[src/rtl/ysyx_22051013_if_ctrl.sv]
`default_nettype none
// ============================================================================
// Module      : ysyx_22051013_if_ctrl
// Description : Instruction-fetch sequencer with a single outstanding request
//               and a 2-entry {pc, inst} queue toward ID.
// Revision    : 1.0 - initial release
// ============================================================================
module ysyx_22051013_if_ctrl #(
  parameter int              PC_W   = 64,
  parameter int              INST_W = 32,
  parameter logic [PC_W-1:0] RST_PC = PC_W'(64'h8000_0000)
) (
  input  logic              clk,
  input  logic              rst,
  input  logic              ex_pc_jump,
  input  logic [PC_W-1:0]   ex_pc_i,
  input  logic              id_pc_jump,
  input  logic [PC_W-1:0]   id_pc_i,
  output logic              imem_req,
  output logic [PC_W-1:0]   imem_addr,
  input  logic              imem_gnt,
  input  logic              imem_rvalid,
  input  logic [INST_W-1:0] imem_rdata,
  output logic              if_valid,
  output logic [PC_W-1:0]   if_pc,
  output logic [INST_W-1:0] if_inst,
  input  logic              id_ready
);

  typedef enum logic [1:0] {
    S_RUN  = 2'd0,
    S_WAIT = 2'd1,
    S_DROP = 2'd2
  } state_t;

  state_t            r_state;
  state_t            w_state_nxt;
  logic [PC_W-1:0]   r_pc;
  logic [PC_W-1:0]   r_req_pc;
  logic [PC_W-1:0]   r_q_pc   [2];
  logic [INST_W-1:0] r_q_inst [2];
  logic [1:0]        r_count;
  logic [1:0]        w_count_nxt;
  logic [1:0]        w_wr_slot;
  logic              w_redirect;
  logic [PC_W-1:0]   w_target;
  logic              w_issue;
  logic              w_push;
  logic              w_pop;

  assign w_redirect = ex_pc_jump | id_pc_jump;
  assign w_target   = ex_pc_jump ? ex_pc_i : id_pc_i;

  // Redirect masks the request so a stale address is never granted.
  assign imem_req  = ~rst & (r_state == S_RUN) & (r_count != 2'd2) & ~w_redirect;
  assign imem_addr = r_pc;
  assign w_issue   = imem_req & imem_gnt;

  assign if_valid  = (r_count != 2'd0);
  assign if_pc     = r_q_pc[0];
  assign if_inst   = r_q_inst[0];

  assign w_pop     = if_valid & id_ready;
  assign w_push    = (r_state == S_WAIT) & imem_rvalid & ~w_redirect;
  // Entry 0 is the head; a pop shifts entry 1 down, so the write slot moves too.
  assign w_wr_slot = r_count - {1'b0, w_pop};

  always_comb begin
    w_state_nxt = r_state;
    unique case (r_state)
      S_RUN:   if (w_issue) w_state_nxt = S_WAIT;
      S_WAIT: begin
        if (imem_rvalid)     w_state_nxt = S_RUN;
        else if (w_redirect) w_state_nxt = S_DROP;
      end
      S_DROP:  if (imem_rvalid) w_state_nxt = S_RUN;
      default: w_state_nxt = S_RUN;
    endcase
  end

  always_comb begin
    w_count_nxt = r_count;
    if (w_redirect) begin
      w_count_nxt = 2'd0;
    end else begin
      unique case ({w_push, w_pop})
        2'b10:   w_count_nxt = r_count + 2'd1;
        2'b01:   w_count_nxt = r_count - 2'd1;
        default: w_count_nxt = r_count;
      endcase
    end
  end

  always_ff @(posedge clk or posedge rst) begin
    if (rst) begin
      r_state  <= S_RUN;
      r_count  <= 2'd0;
      r_pc     <= RST_PC;
      r_req_pc <= '0;
    end else begin
      r_state <= w_state_nxt;
      r_count <= w_count_nxt;
      if (w_redirect) begin
        r_pc <= w_target;
      end else if (w_issue) begin
        r_pc <= r_pc + PC_W'(4);
      end
      if (w_issue) begin
        r_req_pc <= r_pc;
      end
    end
  end

  always_ff @(posedge clk or posedge rst) begin
    if (rst) begin
      r_q_pc[0]   <= '0;
      r_q_pc[1]   <= '0;
      r_q_inst[0] <= '0;
      r_q_inst[1] <= '0;
    end else begin
      if (w_pop) begin
        r_q_pc[0]   <= r_q_pc[1];
        r_q_inst[0] <= r_q_inst[1];
      end
      if (w_push) begin
        r_q_pc[w_wr_slot[0]]   <= r_req_pc;
        r_q_inst[w_wr_slot[0]] <= imem_rdata;
      end
    end
  end

endmodule
`default_nettype wire

[config.mk]
export PLATFORM = sky130hd
export DESIGN_NAME = ysyx_22051013_if_ctrl
export DESIGN_NICKNAME = d
export VERILOG_FILES = /design/src/rtl/ysyx_22051013_if_ctrl.sv
export SDC_FILE = /design/constraint.sdc
export NUM_CORES = 1
export LEC_CHECK = 0
export CAP_MARGIN = 5
export CELL_PAD_IN_SITES_DETAIL_PLACEMENT = 1
export CELL_PAD_IN_SITES_GLOBAL_PLACEMENT = 1
export CORE_UTILIZATION = 40
export DETAILED_ROUTE_END_ITERATION = 7
export HOLD_SLACK_MARGIN = 0.1
export PLACE_DENSITY = 0.9
export SLEW_MARGIN = 30
export SYNTH_ARGS = -nofsm -noshare
export SYNTH_HDL_FRONTEND = slang
export SYNTH_SLANG_ARGS = --single-unit
[constraint.sdc]
create_clock -name clk -period 13 [get_ports clk]
set_clock_uncertainty 0.1 [all_clocks]
set_input_delay 1.95 -clock clk [delete_from_list [all_inputs] [get_ports clk]]
set_output_delay 1.95 -clock clk [all_outputs]
set_load 0.005 [all_outputs]
Word level (Yosys, flattened, before mapping). Index checks and enable logic that the tools add are counted.

Register bits: 324. Bits of input ports: 167. Logic and storage cells: 59.

$add $sub $neg: 4. Magnitude comparators: 2. Eq/ne operators: 8. Multiplexer cells: 20. Bitwise gates (word level): 11. Reductions and logical operators: 6.

Operators by type and width (number): two-way mux 64 bit (6); bitwise mux 128 bit (1); two-way mux 128 bit (1); adder 64 x 3 -> 64 bit (second input constant) (1); bitwise mux 64 bit (1); demux 64 bit (select 1 bit) (1); two-way mux 32 bit (2); demux 32 bit (select 1 bit) (1); two-way mux 2 bit (5); bitwise AND 1 bit (7); inequality test 2 bit (second input constant) (3); one-hot mux 2 bit (3 select lines) (1); == test 2 x 1 -> 1 bit (second input constant) (2); == test 2 bit (second input constant) (2); one-hot mux 2 bit (2 select lines) (1); nonzero test 2 bit (2); inequality test 3 bit (second input constant) (1); AND reduction 3 bit (1); nonzero test 3 bit (1); adder 2 x 1 -> 2 bit (second input constant) (1); >= comparator 2 bit (second input constant) (1); logical NOT 2 bit (1); less-than comparator 2 x 1 -> 1 bit (second input constant) (1); NOT 1 bit (2); other kinds (5) (5).

Logic depth before layout (Yosys ltp).
Depth after elaboration: 10. Gate-level depth with buffers: 9. Depth with buffers taken out: 7.

Least setup slack after synthesis. OpenSTA, ideal clock, no wires.

Kind: input -> output. From: input ex_pc_jump. To: output imem_req. Arrival time: 2.869 ns. Required time: 10.950 ns. Setup slack: 8.081 ns. Stages: 4. Path buffers: 2. Cells stage by stage: or2_2 > clkbuf_1 > clkbuf_1 > nor3_1.

Cells in the longest elaborated chain, start to end: 3.

Ends and longest elaborated chain: from (decl) (line 15) `input logic ex_pc_jump,`; OR 1 bit (line 51) `assign w_redirect = ex_pc_jump | id_pc_jump;`; NOT 1 bit (line 55) `assign imem_req = ~rst & (r_state == S_RUN) & (r_count != 2'd2) & ~w_redirect;`; bitwise AND 1 bit (line 55); to (decl) (line 19) `output logic imem_req,`.

Every way passes these cells.

Final worst setup path.
From: input id_pc_jump. To: output imem_req.

Cells in the longest elaborated chain, start to end: 3.

Ends and longest elaborated chain: from (decl) (line 17) `input logic id_pc_jump,`; OR 1 bit (line 51); NOT 1 bit (line 55); bitwise AND 1 bit (line 55).

Every way passes these cells.

==> impl_metrics.py <==
metrics = {
    "sta": {
        "rsz0062_at_grt": "false",
        "tightest_slew_ns": 0.9349,
        "fin_crit_sh": 0.4425,
        "tns_ns": 0,
        "min_period_ns": 5.752,
        "fmax_mhz": 173.8,
        "maxSlewViolCount": 0,
        "relSlewSlack": 0.3767,
        "hold_viol_final": 0,
        "finalSetupViolCount": 0,
    },
    "clock_tree": {
        "cts.htree.levels": 2,
        "clock-root-buffer": "clkbuf_16",
        "cts_buffer_depth": 3,
        "cts_hold_buf": 0,
        "cts_tree": "done",
        "cts.sinks": 324,
        "numCtsBuffers": 38,
        "cts.reportedPaths.clkPinSlew_ns": 0.06,
        "cts_resized": 0,
        "insertion_delay_ns": 0.54,
        "post_cts.repair.setup_buffers": 0,
    },
    "route": {
        "finalWirelength_um": 51680,
        "first_iter_violations": 757,
        "ant_nets": 0,
        "vias": 12960,
        "drcViolationCount": 0,
        "drtPass1Iterations": 5,
        "via_per_inst": 5.514,
        "wl_per_cell_um": 21.98,
    },
    "worst_hold_path": {
        "hold_class": "flip-flop to flip-flop",
    },
    "logic_synthesis": {
        "synth_seq_cells": 324,
        "async_flop_share": 1.000,
        "yosysMostFrequentCell": "nand2_1",
        "synth_top_area_frac": 0.5103,
        "ys_top_cells_by_area": "dfrtp_1, nand2_1, mux2_2, mux2i_1, o21ai_0",
        "yosys_warnings": 0,
        "syn_nets": 1778,
        "seq_area_frac_synth": 0.5120,
        "synth_cell_types": 60,
        "synth-edff-count": 0,
        "synthTopCellsByCount": "nand2_1, dfrtp_1, o21ai_0",
        "yosys.area.top_type": "dfrtp_1",
        "syn_inst": 1610,
        "ys.flop_type": "dfrtp_1",
        "syn_avg_cell_area_sq_um": 9.837,
        "syn_area_sq_um": 15840,
    },
    "die": {
        "core_area_sq_um": 38830,
        "die_y_um": 201.0,
        "io_pins": 329,
        "start_util": 0.4079,
        "dieWidth_um": 201.0,
        "num_rows": 72,
        "dieArea_sq_um": 40390,
    },
    "setup_path": {
        "cp-end-kind": "output pin",
        "cp_slowest_cell": "or2_2",
        "crit_fanout": 39,
        "cp_cell_sequence": "buf_4, or2_2, nor3_1, clkdlybuf4s50_1",
        "path_class": "input port to output pin",
        "required_ns": 10.95,
        "crit_arrival_ns": 3.70,
        "cpPeakStageDelay_ns": 0.57,
        "cp-start-kind": "input port",
    },
    "place": {
        "globalplace.congestion": 0.8539,
        "numPortBuffers": 328,
        "hpwl_um": 35450,
    },
    "power": {
        "intPower_mw": 1.928,
        "p_clk_frac": 0.393,
        "comb_power_share": 0.146,
        "powerDensity_nw_per_um2": 131.4,
        "switching_share": 0.2681,
        "net-switching-power_mw": 0.7061,
        "vdd_drop_max_mv": 0.06334,
        "pwr-share-seq": 0.461,
        "p_leak_nw": 9.430,
    },
    "layout": {
        "nFillCells": 4282,
        "area.growth.synth_to_final_pct": 26.51,
        "drive_gt1_frac": 0.1094,
        "final_core_util": 0.5160,
        "nNetsFinal": 1968,
    },
    "job": {
        "maxCapViolCount": 0,
    },
    "run_status": {
        "status": "finished, final reports clean",
    },
    "grt": {
        "grt_pass1_wl_um": 81480,
        "antenna_found_initial": 5,
        "gr-total-overflow": 0,
        "grt_pass1_vias": 14020,
        "track_usage": 0.2577,
        "grt_max_degree": 138,
    },
}
## cell families (layout without fill, tap and decap cells)
kind of cell             count (synthesis)  count (layout)  synth area share
AO/OA/AOI/OAI                          265             265           0.09488
AND/OR/NAND/NOR                        565             565            0.1578
other                                    0               5                 0
XOR/XNOR                                34              34           0.01880
buffers and inverters                  211             429           0.07521
flip-flops                             324             324            0.5120
multiplexers                           210             210            0.1405
adder cells (fa/ha/maj)                  1               1         0.0007899
## worst max-delay path: cells and delay by family
kind	cells	cell delay (ns)
AND/OR/NAND/NOR	2	0.91
buffers and inverters	2	0.80
## through the flow
stage | hold WS (ns) | worst slack [ns] | instance area (sq um) | power (mW) | cells
6_report | 0.4011 | 7.248 | 20040 | 2.634 | 2351
5_1_grt | 0.4138 | 7.180 | 20040 | 2.742 | 2351
4_1_cts | 0.4009 | 7.265 | 20010 | 2.657 | 2346
3_5_place_dp | 0.3874 | 7.266 | 18810 | 1.615 | 2278
3_3_place_gp | 0.3785 | 7.238 | 18810 | 1.588 | 2278
2_1_floorplan | 0.3637 | 1.982 | 15840 | 1.401 | 1610
## metal layers
layer | wire length (um) | GRT usage | vias up
li1 | - | - | 5831
met1 | 22440 | 0.3400 | 6637
met2 | 25090 | 0.4251 | 405
met3 | 2583 | 0.04399 | 91
met4 | 1568 | 0.09378 | 0
met5 | 0 | 0 | -
## cell type report
class	count	area, sq um	area share
Sequential cell	324	8109	0.4047
Multi-Input combinational cell	1075	6583	0.3285
Clock buffer	57	1104	0.05508
Timing Repair Buffer	346	3417	0.1705
Clock inverter	11	93.84	0.004684
Inverter	15	68.82	0.003435
Tap cell	518	648.1	0.03235
Antenna cell	5	12.51	0.0006245
## power groups by stage
stage	Sequential [mW]	Combinational, mW	Clock, mW
floorplan	1.19	0.209	0
global placement	1.22	0.366	0
detailed placement	1.23	0.384	0
CTS	1.21	0.389	1.05
global route	1.23	0.421	1.09
finish	1.22	0.385	1.03
## placed cells by master, fill, tap and decap left out, types with 23 or more instances in the layout
| master | Yosys | final |
|---|---|---|
| clkbuf_16 | 0 | 39 |
| nand3_1 | 23 | 23 |
| dfrtp_1 | 323 | 323 |
| nand2_1 | 359 | 358 |
| clkdlybuf4s50_1 | 0 | 326 |
| xnor2_1 | 23 | 23 |
| a21oi_1 | 62 | 62 |
| o21ai_0 | 148 | 148 |
| nor3_1 | 26 | 26 |
| mux2i_1 | 111 | 111 |
| nand4_1 | 26 | 26 |
| mux2_2 | 99 | 99 |
| nor2_1 | 56 | 55 |
## path summary, 6_finish.rpt
check / slack, ns / cells past startpoint / end / start
worst min register to register: 0.40 / 2 / r_req_pc[28] / r_req_pc[28]
min in group asynchronous: 1.99 / 2 / if_inst[5] / rst
worst max-delay path: 7.25 / 4 / imem_req / id_pc_jump
worst min-delay path: 0.40 / 2 / r_req_pc[28] / r_req_pc[28]
worst max register to register: 9.83 / 6 / imem_addr[7] / r_state[1]
max in group asynchronous: 8.69 / 4 / imem_addr[4] / rst
Note: power is estimated with default switching activity, not from simulation.
